**src/rtl/quar_pkg.sv**
```systemverilog
// Shared types and default constants for the quarantine sequencer.
package quar_pkg;

    typedef enum logic [1:0] {
        IDLE = 2'b00,
        QUAR = 2'b01,
        LOCK = 2'b10
    } state_t;

    localparam logic [3:0]  DEF_PASSWORD   = 4'hA;
    localparam int unsigned DEF_QUAR_TICKS = 8;
    localparam int unsigned DEF_LOCK_TICKS = 5;
    localparam int unsigned DEF_MAX_FAIL   = 3;

endpackage

```
**src/rtl/quar_down_counter.sv**
```systemverilog
// Loadable down counter that saturates at zero; is_zero is registered
// alongside the count so it never lags the value it describes.
module quar_down_counter #(
    parameter int unsigned CNT_W = 16
) (
    input  logic             clk,
    input  logic             rst,
    input  logic             load,
    input  logic [CNT_W-1:0] load_val,
    input  logic             en,
    output logic [CNT_W-1:0] count,
    output logic             is_zero
);

    always_ff @(posedge clk) begin
        if (rst) begin
            count   <= '0;
            is_zero <= 1'b1;
        end else if (load) begin
            count   <= load_val;
            is_zero <= (load_val == '0);
        end else if (en && !is_zero) begin
            count   <= count - 1'b1;
            is_zero <= (count == CNT_W'(1));
        end
    end

endmodule

```
**src/rtl/quar_sequencer.sv**
```systemverilog
// Quarantine/lockout sequencer for the password/LED subsystem.
// Optional QUAR_EXTEND_EN: pulseL during quarantine reloads the remaining time.
module quar_sequencer #(
    parameter int unsigned           PW_W       = 4,
    parameter logic [PW_W-1:0]       PASSWORD   = PW_W'(quar_pkg::DEF_PASSWORD),
    parameter int unsigned           QUAR_TICKS = quar_pkg::DEF_QUAR_TICKS,
    parameter int unsigned           LOCK_TICKS = quar_pkg::DEF_LOCK_TICKS,
    parameter int unsigned           MAX_FAIL   = quar_pkg::DEF_MAX_FAIL,
    parameter int unsigned           CNT_W      = 16
) (
    input  logic                           slowclock,
    input  logic                           reset,
    input  logic                           pulseC,
    input  logic                           pulseR,
    input  logic                           pulseL,
    input  logic [PW_W-1:0]                password,
    output logic                           QUAR,
    output logic                           quar_start,
    output logic                           lockout,
    output logic [$clog2(MAX_FAIL+1)-1:0]  fail_cnt,
    output logic [CNT_W-1:0]               remaining,
    output logic                           outputFlag
);

    import quar_pkg::*;

    localparam int unsigned FAIL_W  = $clog2(MAX_FAIL + 1);
    localparam int unsigned FAILX_W = FAIL_W + 1;

    // The QUAR port shadows the enum member, so states are always package-qualified.
    state_t           state;
    logic             pw_ok;
    logic             release_hit;
    logic             lock_hit;
    logic             cnt_load;
    logic [CNT_W-1:0] cnt_load_val;
    logic             cnt_en;
    logic             cnt_zero;

    assign pw_ok       = (password == PASSWORD);
    assign release_hit = pulseR && pw_ok;
    assign lock_hit    = (FAILX_W'(fail_cnt) + FAILX_W'(1)) >= FAILX_W'(MAX_FAIL);

`ifdef QUAR_EXTEND_EN
    logic extend_hit;
    assign extend_hit = pulseL && !release_hit;
`else
    logic extend_unused;
    assign extend_unused = pulseL;
`endif

    // Counter control: shared by quarantine and lockout timing.
    always_comb begin
        cnt_load     = 1'b0;
        cnt_load_val = '0;
        cnt_en       = 1'b0;
        case (state)
            quar_pkg::IDLE: begin
                if (pulseC && pw_ok) begin
                    cnt_load     = 1'b1;
                    cnt_load_val = CNT_W'(QUAR_TICKS - 1);
                end else if (pulseC && lock_hit) begin
                    cnt_load     = 1'b1;
                    cnt_load_val = CNT_W'(LOCK_TICKS - 1);
                end
            end
            quar_pkg::QUAR: begin
                if (release_hit) begin
                    cnt_load = 1'b1;
`ifdef QUAR_EXTEND_EN
                end else if (extend_hit) begin
                    cnt_load     = 1'b1;
                    cnt_load_val = CNT_W'(QUAR_TICKS - 1);
`endif
                end else begin
                    cnt_en = 1'b1;
                end
            end
            quar_pkg::LOCK: cnt_en = 1'b1;
            default: cnt_load = 1'b1;
        endcase
    end

    quar_down_counter #(
        .CNT_W(CNT_W)
    ) u_counter (
        .clk     (slowclock),
        .rst     (reset),
        .load    (cnt_load),
        .load_val(cnt_load_val),
        .en      (cnt_en),
        .count   (remaining),
        .is_zero (cnt_zero)
    );

    always_ff @(posedge slowclock) begin
        if (reset) begin
            state      <= quar_pkg::IDLE;
            QUAR       <= 1'b0;
            quar_start <= 1'b0;
            lockout    <= 1'b0;
            fail_cnt   <= '0;
            outputFlag <= 1'b1;
        end else begin
            quar_start <= 1'b0;
            case (state)
                quar_pkg::IDLE: begin
                    if (pulseC) begin
                        outputFlag <= 1'b0;
                        if (pw_ok) begin
                            state      <= quar_pkg::QUAR;
                            QUAR       <= 1'b1;
                            quar_start <= 1'b1;
                            fail_cnt   <= '0;
                        end else if (lock_hit) begin
                            state    <= quar_pkg::LOCK;
                            lockout  <= 1'b1;
                            fail_cnt <= FAIL_W'(MAX_FAIL);
                        end else begin
                            fail_cnt <= fail_cnt + FAIL_W'(1);
                        end
                    end
                end
                quar_pkg::QUAR: begin
                    if (release_hit) begin
                        state <= quar_pkg::IDLE;
                        QUAR  <= 1'b0;
`ifdef QUAR_EXTEND_EN
                    end else if (extend_hit) begin
                        state <= quar_pkg::QUAR;
`endif
                    end else if (cnt_zero) begin
                        state <= quar_pkg::IDLE;
                        QUAR  <= 1'b0;
                    end
                end
                quar_pkg::LOCK: begin
                    if (cnt_zero) begin
                        state    <= quar_pkg::IDLE;
                        lockout  <= 1'b0;
                        fail_cnt <= '0;
                    end
                end
                default: begin
                    state   <= quar_pkg::IDLE;
                    QUAR    <= 1'b0;
                    lockout <= 1'b0;
                end
            endcase
        end
    end

endmodule

```
**config.mk**
```make
export PLATFORM = sky130hd
export DESIGN_NAME = quar_sequencer
export DESIGN_NICKNAME = d
export VERILOG_FILES = /design/src/rtl/quar_pkg.sv /design/src/rtl/quar_down_counter.sv /design/src/rtl/quar_sequencer.sv
export SDC_FILE = /design/constraint.sdc
export NUM_CORES = 1
export LEC_CHECK = 0
export ABC_AREA = 1
export BUFFER_PORTS_ARGS = -buffer_cell sky130_fd_sc_hd__buf_2
export CAP_MARGIN = 20
export CORE_MARGIN = 1
export CORE_UTILIZATION = 35
export DETAILED_ROUTE_END_ITERATION = 8
export REMOVE_ABC_BUFFERS = 1
export SYNTH_ARGS = -nofsm -noshare
export SYNTH_HDL_FRONTEND = slang
export SYNTH_SLANG_ARGS = --single-unit
```
**constraint.sdc**
```tcl
create_clock -name slowclock -period 2.2 [get_ports slowclock]
set_input_delay 0.22 -clock slowclock [delete_from_list [all_inputs] [get_ports slowclock]]
set_output_delay 0.22 -clock slowclock [all_outputs]
set_load 0.01 [all_outputs]
```
==> results of run 1 <==
## cell usage in the layout, fill, tap and decap left out
cell type	n
a21oi_1	14
a21oi_2	4
a41oi_1	1
buf_2	29
buf_4	1
clkbuf_1	1
clkbuf_8	3
clkinv_2	1
dfxtp_1	25
ha_1	6
inv_1	28
inv_8	1
nand2_1	66
nand2_2	3
nand2_4	3
nand2_8	1
nand3_1	33
nand3_4	1
nand4_1	3
nor2_1	39
nor2_4	2
nor3_1	2
nor3b_2	1
o211ai_1	1
o21ai_0	7
o21ai_2	1
o21bai_1	1
or2_2	1
or2_4	1
xnor2_1	1
xor2_1	5
## flip-flops by register name, summed over array words and instances, names as in the netlist
| register | flops |
|---|---|
| outputFlag | 1 |
| QUAR | 1 |
| state | 2 |
| lockout | 1 |
| quar_start | 1 |
| u_counter.count | 16 |
| fail_cnt | 2 |
| u_counter.is_zero | 1 |
## tightest hold or removal path, stage by stage
cell     delay [ns]
buf_2          0.09
nand2_1        0.07
nand2_1        0.06
nand2_1        0.04
## metal layers
metal / vias to the layer above / wire (um) / share of wire
li1: 879 / - / -
met1: 699 / 1830 / 0.48
met2: 33 / 1770 / 0.47
met3: 6 / 146 / 0.038
met4: 0 / 61 / 0.016
met5: - / 0 / 0
## through the flow
| stage | area (um2) | power, mW | utilization | hold WS [ns] | std cells |
|---|---|---|---|---|---|
| floorplan | 1650 | 1.09 | - | 0.282 | 252 |
| global placement | 1890 | 1.23 | 0.399 | 0.432 | 349 |
| detailed placement | 1890 | 1.24 | 0.399 | 0.435 | 349 |
| CTS | 1930 | 1.53 | 0.409 | 0.236 | 353 |
| global route | 1930 | 1.67 | 0.409 | 0.246 | 353 |
| finish | 1930 | 1.51 | 0.409 | 0.247 | 353 |
## cell families after synthesis
group,after synthesis
and+or+nand+nor,156
buffers and inverters,36
AOI/OAI and AO/OA,29
DFF,25
xor gates and xnor gates,6
adders and majority gates,6
## power by group through the flow
stage	combinational (mW)	clock, mW	sequential (mW)
global placement	0.673	0	0.560
detailed placement	0.677	0	0.560
global route	0.797	0.319	0.557
finish	0.677	0.287	0.550
CTS	0.682	0.301	0.550
floorplan	0.517	0	0.570
## cell type report
cell class,count,area (um2),share of cell area
clock buffers,4,45.0,0.0233
multi-input cells,197,1030,0.532
inverters,30,121,0.0628
well taps,67,83.8,0.0434
flip-flops and latches,25,500,0.259
repair buffers,30,153,0.0790
## worst min path at each step
stage / endpoint / cells after the start / slack (ns)
floorplan: u_counter.count[15] / 1 / 0.28
global placement: lockout / 2 / 0.43
detailed placement: lockout / 2 / 0.43
CTS: outputFlag / 4 / 0.24
global route: outputFlag / 4 / 0.25
finish: outputFlag / 4 / 0.25
==> impl_metrics.csv, run 1 <==
group,metric,value,unit
outcome,status,"completed",
placement,gp_congestion,0.807,
finish,layout-drive-gt1-share,0.185,
global_route,grt.busiest_layer,"met2",
logic_synthesis,ys_top_cells_by_count,"nand2_1 (66), nor2_1 (39), nand3_1 (33)",
logic_synthesis,synth_area,0.00171,mm2
global_route,grt_max_degree,20,
clock_network,clk_path_buf_depth,2,
clock_network,cts_inserted_buffers,3,
floorplan,num_rows,25,
route,wirelength,3810,um
logic_synthesis,ys_warn_count,0,
logic_synthesis,synth.area.mux_share,0,
global_route,grtUsageMet2,0.289,
power,p_per_area,784,mW/mm2
logic_synthesis,seq_area_frac_synth,0.293,
timing,finalWorstSetupSlack,0.444,ns
clock_network,clk_latency,0.28,ns
run,max_cap_violations,0,
critical_path,crit_start,"state[0]",
critical_path,cp_num_cells,10,
logic_synthesis,yosysMostFrequentCell,"nand2_1",
finish,area_delta_synth_final,12.9,%
logic_synthesis,synthSimpleGateAreaFrac,0.426,
logic_synthesis,syn_area_per_cell,6.63,um2
finish,fin_nets,302,
route,dr.pass1.iters,6,
route,via_count,1617,
route,drc,0,
critical_path,path_cells,"inv_1 -> ha_1 -> nand2_1 -> clkinv_2 -> nand2_4 -> nand3_4 -> buf_4 -> o21ai_0 -> nor2_1 -> nor2_1",
power,power.share.switching,0.412,
floorplan,die_h,71.9,um
critical_path,rrSetupSlack,0.44,ns
floorplan,start_util,0.362,
route,avgViaCountPerCell,4.58,
timing,rsz0062_at_grt,"false",
floorplan,core,0.00472,mm2
global_route,grt_antenna_before_repair,0,
min_path,min_from,"pulseC",
logic_synthesis,yosysTopAreaCell,"dfxtp_1",
logic_synthesis,synth_cells,258,
global_route,overflow,0,
logic_synthesis,synth_ff_type,"dfxtp_1",
critical_path,slowest_delay,0.42,ns
critical_path,worst-path-max-fanout,13,
route,wl_per_cell,10.8,um
timing,worstMarginPinSlew,0.409,ns
timing,clock_skew,0.00625,ns
critical_path,cp_common_cell,"nor2_1",
logic_synthesis,synthAdderAreaFrac,0.0439,
power,internal-power,890,uW
critical_path,crit_path_end,"u_counter.count[2]",
critical_path,worstSetupPathType,"reg2reg",
route,antenna_left,0,
power,seq_power_share,0.363,
logic_synthesis,synth.area.top_cells,"dfxtp_1 (29%), nand2_1 (14%), nand3_1 (9.7%)",
finish,antenna_cells,0,
logic_synthesis,synth_xor_area_frac,0.0307,
floorplan,num_io_pins,31,
critical_path,critPathBufInv,3,
placement,dp_slack,0.481,ns
clock_network,ctsResizeCount,0,
floorplan,die_area,0.00517,mm2
clock_network,h-tree-depth,1,
critical_path,rr_worst_depth,10,
critical_path,crit_arrival,1.97,ns
logic_synthesis,yosys_register_bits,25,
critical_path,worst_ep_required_time,2.42,ns
global_route,grt_use_met1,0.204,
power,worst_ir_drop_vdd,0.463,mV
critical_path,end_kind,"flop",
logic_synthesis,synth_edf_count,0,
logic_synthesis,synth_top_family_by_area,"simple AND/OR/NAND/NOR gates",
clock_network,cts_tree,"built",
logic_synthesis,synth_compound_area_frac,0.101,
global_route,use_met3,0.0375,
placement,io_buffers,29,
logic_synthesis,synth_top_cell_area_share,0.293,
global_route,grt_pass1_vias,1529,
clock_network,ctsHoldBuffers,0,
timing,hold_viol,0,
clock_network,path_clk_slew,0.09,ns
critical_path,rr_startpoint,"state[0]",
timing,slew_headroom,0.727,
timing,layout_min_cycle_time,1.76,ns
power,pwr-share-clk,0.190,
timing,fin_crit_sh,0.798,
power,switchingPower,624,uW
floorplan,die_x,71.9,um
critical_path,cpLargestDelayFamily,"simple AND/OR/NAND/NOR gates",
timing,drv_slew,0,
timing,setup_viol_count_final,0,
clock_network,cts_setup_buffers,0,
timing,fmax,570,MHz
timing,tns,0,ns
power,power_frac_comb,0.447,
finish,fillers,506,
global_route,grt_pass1_wl,6800,um
global_route,track_usage,0.166,
route,drtIter0Drc,76,
logic_synthesis,synth_cell_types,31,
min_path,hp-class,"in2reg",
clock_network,clock-sinks,25,
clock_network,root_buffer,"clkbuf_8",
critical_path,r2r_end,"u_counter.count[2]",
placement,place_hpwl,2740,um
critical_path,slowest_stage,"dfxtp_1",
power,p_leak,1.01,nW
critical_path,cp-start-kind,"flop",
logic_synthesis,synth-async-reset-ratio,0,
(Power assumes the default switching activity.)
==> run 2, diff against run 1 <==
- ABC_AREA: 1 -> 0
- clock period: 2.2 -> 1.7 ns (I/O delays scaled with it)
==> impl_metrics.csv, run 2 <==
group,metric,value,unit
power,p_leak,0.984,nW
route,wirelength,4870,um
timing,layout_min_cycle_time,2.06,ns
global_route,grt_antenna_before_repair,0,
finish,area_delta_synth_final,67.1,%
clock_network,clock-sinks,25,
floorplan,die_area,0.00438,mm2
power,p_per_area,599,mW/mm2
logic_synthesis,synth_edf_count,0,
logic_synthesis,synth.area.top_cells,"dfxtp_1 (35%), a21oi_1 (5.9%), ha_1 (5.2%)",
logic_synthesis,ys_top_cells_by_count,"dfxtp_1 (25), a21oi_1 (17), nand2_1 (13)",
floorplan,start_util,0.380,
critical_path,cp-start-kind,"flop",
power,power.share.switching,0.314,
critical_path,worst_ep_required_time,1.92,ns
floorplan,die_h,66.2,um
timing,hold_viol,0,
timing,fmax,487,MHz
route,wl_per_cell,16.0,um
logic_synthesis,ys_warn_count,0,
global_route,overflow,0,
route,avgViaCountPerCell,5.57,
run,max_cap_violations,0,
finish,layout-drive-gt1-share,0.555,
finish,antenna_cells,0,
timing,worstMarginPinSlew,0.350,ns
logic_synthesis,syn_area_per_cell,8.10,um2
route,antenna_left,0,
power,switchingPower,453,uW
placement,gp_congestion,0.876,
finish,final_common_cell,"buf_4",
timing,drv_slew,0,
clock_network,clk_path_buf_depth,2,
logic_synthesis,synth_cells,178,
finish,fillers,314,
outcome,violations,"negative setup slack",
route,via_count,1692,
placement,dp_slack,-0.470,ns
min_path,whs_path_depth,2,
timing,fin_crit_sh,1.21,
power,power_frac_comb,0.303,
floorplan,die_x,66.2,um
global_route,grt_max_degree,16,
critical_path,worst-path-max-fanout,4,
clock_network,h-tree-depth,1,
floorplan,num_rows,22,
clock_network,path_clk_slew,0.10,ns
route,drc,0,
clock_network,cts_inserted_buffers,3,
power,pwr-share-clk,0.265,
critical_path,crit_arrival,2.28,ns
logic_synthesis,yosysTopAreaCell,"dfxtp_1",
logic_synthesis,yosys_register_bits,25,
timing,slew_headroom,0.763,
route,drtIter0Drc,104,
timing,finalWorstSetupSlack,-0.355,ns
power,internal-power,990,uW
global_route,grt_pass1_vias,1607,
logic_synthesis,yosysMostFrequentCell,"dfxtp_1",
timing,setup_viol_count_final,19,
outcome,status,"finished, violations left",
clock_network,cts_tree,"built",
finish,final_cell_mix,"buf_4 (43), buf_2 (29), dfxtp_1 (23)",
finish,fin_nets,272,
critical_path,crit_start,"state[1]",
critical_path,rr_startpoint,"state[1]",
global_route,track_usage,0.235,
finish,largest_reg_flops,16,
critical_path,worstSetupPathType,"reg2reg",
critical_path,rr_worst_depth,6,
min_path,hp-class,"in2reg",
logic_synthesis,synth_cell_types,43,
min_path,min_from,"reset",
critical_path,end_kind,"flop",
floorplan,num_io_pins,31,
finish,reg_top3,"u_counter.count: 16 flops, fail_cnt: 2 flops, state: 2 flops",
floorplan,core,0.00380,mm2
logic_synthesis,synth_ff_type,"dfxtp_1",
power,seq_power_share,0.432,
placement,io_buffers,29,
power,worst_ir_drop_vdd,0.354,mV
finish,regMostFlops,"u_counter.count",
placement,place_hpwl,3170,um
route,dr.pass1.iters,4,
clock_network,root_buffer,"clkbuf_8",
logic_synthesis,synth_area,0.00144,mm2
logic_synthesis,seq_area_frac_synth,0.347,
logic_synthesis,synth-async-reset-ratio,0,
timing,tns,-4.03,ns
global_route,grt_pass1_wl,7790,um
timing,clock_skew,0.00830,ns
timing,rsz0062_at_grt,"true",
clock_network,clk_latency,0.28,ns
logic_synthesis,synth_top_cell_area_share,0.347,
[run 2: cell families after synthesis]
family / synth area share
AO/OA/AOI/OAI: 0.240
XOR/XNOR: 0.0121
buffers and inverters: 0.0451
flip-flops: 0.347
adder cells (fa/ha/maj): 0.0520
AND/OR/NAND/NOR: 0.304
[run 2: path summary, 6_finish.rpt]
kind                        end  slack (ns)
min reg2reg          outputFlag        0.45
max          u_counter.count[9]       -0.36
max reg2reg  u_counter.count[9]       -0.36
min                    state[1]        0.16
[run 2: timing repair]
item,4_1_cts,5_1_grt
endpoints found under the setup margin,18,23
buffers inserted,12,4
resized for setup,42,30
gates cloned,1,0
pin swaps,23,15
hold buffers,0,0
[run 2: final cells by class]
| type | count | area [um2] | share of cell area |
|---|---|---|---|
| multi-input combinational | 137 | 1170 | 0.486 |
| timing repair buffer | 83 | 601 | 0.249 |
| sequential | 25 | 503 | 0.209 |
| tap | 48 | 60.1 | 0.0249 |
| clock buffer | 3 | 41.3 | 0.0171 |
| inverter | 7 | 26.3 | 0.0109 |
| clock inverter | 1 | 7.51 | 0.00311 |
[run 2: stage by stage]
stage / total power [mW] / instance area (um2) / hold WS (ns) / std cells / util
global route: 1.51 / 2410 / 0.183 / 304 / 0.635
global placement: 0.955 / 1940 / 0.428 / 286 / 0.510
detailed placement: 0.964 / 1940 / 0.432 / 286 / 0.510
CTS: 1.41 / 2250 / 0.164 / 301 / 0.593
floorplan: 0.800 / 1400 / 0.239 / 168 / -
finish: 1.44 / 2410 / 0.162 / 304 / 0.635
[run 2: power by group through the flow]
stage | Sequential [mW] | Combinational (mW) | Clock, mW
2_1_floorplan | 0.652 | 0.149 | 0
3_3_place_gp | 0.635 | 0.320 | 0
3_5_place_dp | 0.635 | 0.329 | 0
4_1_cts | 0.623 | 0.396 | 0.390
5_1_grt | 0.627 | 0.473 | 0.408
6_report | 0.624 | 0.438 | 0.382
[run 2: layer usage]
layer / vias to the layer above / global-route usage / wire (um)
met3: 16 / 0.0293 / 162
li1: 822 / - / -
met2: 38 / 0.389 / 2390
met4: 0 / 0.0931 / 138
met1: 816 / 0.305 / 2180
met5: - / 0 / 0
[run 2: worst max-delay path, cell delays in order (launching register included)]
cell	delay, ns
dfxtp_2	0.35
inv_2	0.06
ha_4	0.28
or3b_4	0.40
or4_4	0.44
or3_4	0.35
a21oi_2	0.12
==> run 3, diff against run 2 <==
- CORE_MARGIN: 1 -> 5
==> impl_metrics.csv, run 3 (same netlist as run 2, synthesis figures left out) <==
group,metric,value,unit
power,power,1.46,mW
timing,fin_crit_sh,1.16,
clock_network,root_buffer,"clkbuf_8",
route,drtIter0Drc,73,
power,power.share.switching,0.310,
timing,fmax,505,MHz
finish,layout-drive-gt1-share,0.576,
finish,reg_top3,"u_counter.count: 16 flops, fail_cnt: 2 flops, state: 2 flops",
critical_path,cp-start-kind,"flop",
clock_network,h-tree-depth,1,
min_path,hp-class,"in2reg",
timing,finalWorstSetupSlack,-0.280,ns
clock_network,path_clk_slew,0.10,ns
floorplan,start_util,0.361,
clock_network,cts_inserted_buffers,3,
finish,fin_nets,280,
finish,design_area,0.00251,mm2
timing,hold_viol,0,
timing,setup_viol_count_final,15,
placement,place_hpwl,3100,um
route,drc,0,
route,antenna_left,0,
min_path,min_from,"reset",
power,switchingPower,453,uW
clock_network,ctsHoldBuffers,0,
finish,regMostFlops,"u_counter.count",
power,p_per_area,581,mW/mm2
critical_path,worst-path-max-fanout,4,
min_path,whs_path_depth,2,
power,pwr-share-clk,0.258,
global_route,overflow,0,
power,internal-power,1.01,mW
floorplan,die_x,74.2,um
critical_path,worst_ep_required_time,1.93,ns
run,max_cap_violations,0,
global_route,grt_antenna_before_repair,0,
timing,worstMarginPinSlew,0.348,ns
finish,area_delta_synth_final,74.2,%
global_route,track_usage,0.179,
floorplan,core,0.00400,mm2
route,via_count,1686,
route,wl_per_cell,15.5,um
clock_network,clk_path_buf_depth,2,
outcome,violations,"negative setup slack",
route,avgViaCountPerCell,5.37,
min_path,min_to,"quar_start",
global_route,grt_pass1_vias,1596,
finish,final_cell_mix,"buf_4 (45), buf_2 (29), dfxtp_1 (20)",
placement,gp_congestion,0.854,
floorplan,num_io_pins,31,
clock_network,clock-sinks,25,
floorplan,num_rows,23,
route,dr.pass1.iters,4,
power,power_frac_comb,0.311,
placement,io_buffers,29,
global_route,grt_max_degree,16,
timing,holdWs,0.203,ns
power,p_leak,1.04,nW
critical_path,worstSetupPathType,"reg2reg",
critical_path,rrSetupSlack,-0.28,ns
clock_network,cts_tree,"built",
power,seq_power_share,0.432,
floorplan,die_h,74.2,um
timing,layout_min_cycle_time,1.98,ns
timing,clock_skew,0.00663,ns
critical_path,crit_arrival,2.21,ns
critical_path,end_kind,"flop",
placement,dpl_cell_area,0.00198,mm2
finish,largest_reg_flops,16,
power,worst_ir_drop_vdd,0.409,mV
outcome,status,"finished, violations left",
critical_path,rr_worst_depth,6,
global_route,grt_pass1_wl,7690,um
finish,antenna_cells,0,
timing,slew_headroom,0.765,
finish,final_common_cell,"buf_4",
timing,rsz0062_at_grt,"true",
finish,fillers,321,
floorplan,die_area,0.00551,mm2
route,wirelength,4880,um
timing,drv_slew,0,
critical_path,rr_startpoint,"state[1]",
clock_network,clk_latency,0.28,ns
critical_path,r2r_end,"u_counter.count[9]",
[run 3: layer usage]
layer / up-vias / GRT usage / wire (um)
met5: - / 0 / 0
met4: 0 / 0.0644 / 87
met3: 9 / 0.0270 / 141
met2: 31 / 0.300 / 2480
met1: 807 / 0.234 / 2180
li1: 839 / - / -
[run 3: metrics by stage]
step           instances  utilization  TNS (ns)  worst slack, ns
2_1_floorplan        168            -    -21.42            -1.28
3_3_place_gp         292        0.495     -2.61           -0.316
3_5_place_dp         292        0.495     -3.26           -0.392
4_1_cts              309        0.583     -2.07           -0.260
5_1_grt              314        0.628     -3.14           -0.327
6_report             314        0.628     -2.13           -0.280
[run 3: critical path, cell delays in order, from the launching register on]
cell     delay (ns)
dfxtp_2        0.35
inv_2          0.05
ha_4           0.26
or3b_4         0.39
or4_4          0.43
or3_4          0.34
a21oi_2        0.11
[run 3: area by class of cell]
cell class | count | area [um2] | area share
Clock buffer | 3 | 41.3 | 0.0164
Sequential cell | 25 | 507 | 0.202
Inverter | 7 | 26.3 | 0.0105
Multi-Input combinational cell | 137 | 1180 | 0.469
Timing Repair Buffer | 91 | 692 | 0.275
Tap cell | 50 | 62.6 | 0.0249
Clock inverter | 1 | 5.00 | 0.00199
[run 3: worst max path at each step]
stage	start	to	slack, ns
6_report	state[1]	u_counter.count[9]	-0.28
5_1_grt	state[1]	u_counter.count[10]	-0.33
4_1_cts	state[1]	u_counter.count[9]	-0.26
3_5_place_dp	state[1]	u_counter.count[9]	-0.39
3_3_place_gp	state[1]	u_counter.count[9]	-0.32
2_1_floorplan	password[3]	u_counter.count[13]	-1.28
[run 3: power groups by stage]
stage | Combinational, mW | Sequential (mW) | Clock [mW]
2_1_floorplan | 0.149 | 0.652 | 0
3_3_place_gp | 0.324 | 0.640 | 0
3_5_place_dp | 0.327 | 0.642 | 0
4_1_cts | 0.407 | 0.629 | 0.379
5_1_grt | 0.490 | 0.634 | 0.411
6_report | 0.454 | 0.631 | 0.377
[run 3: what timing repair did]
item / CTS / global route
endpoints found under the setup margin: 17 / 19
pin swaps: 27 / 23
setup buffers: 13 / 9
gates resized for setup: 45 / 38
cloned: 1 / 0
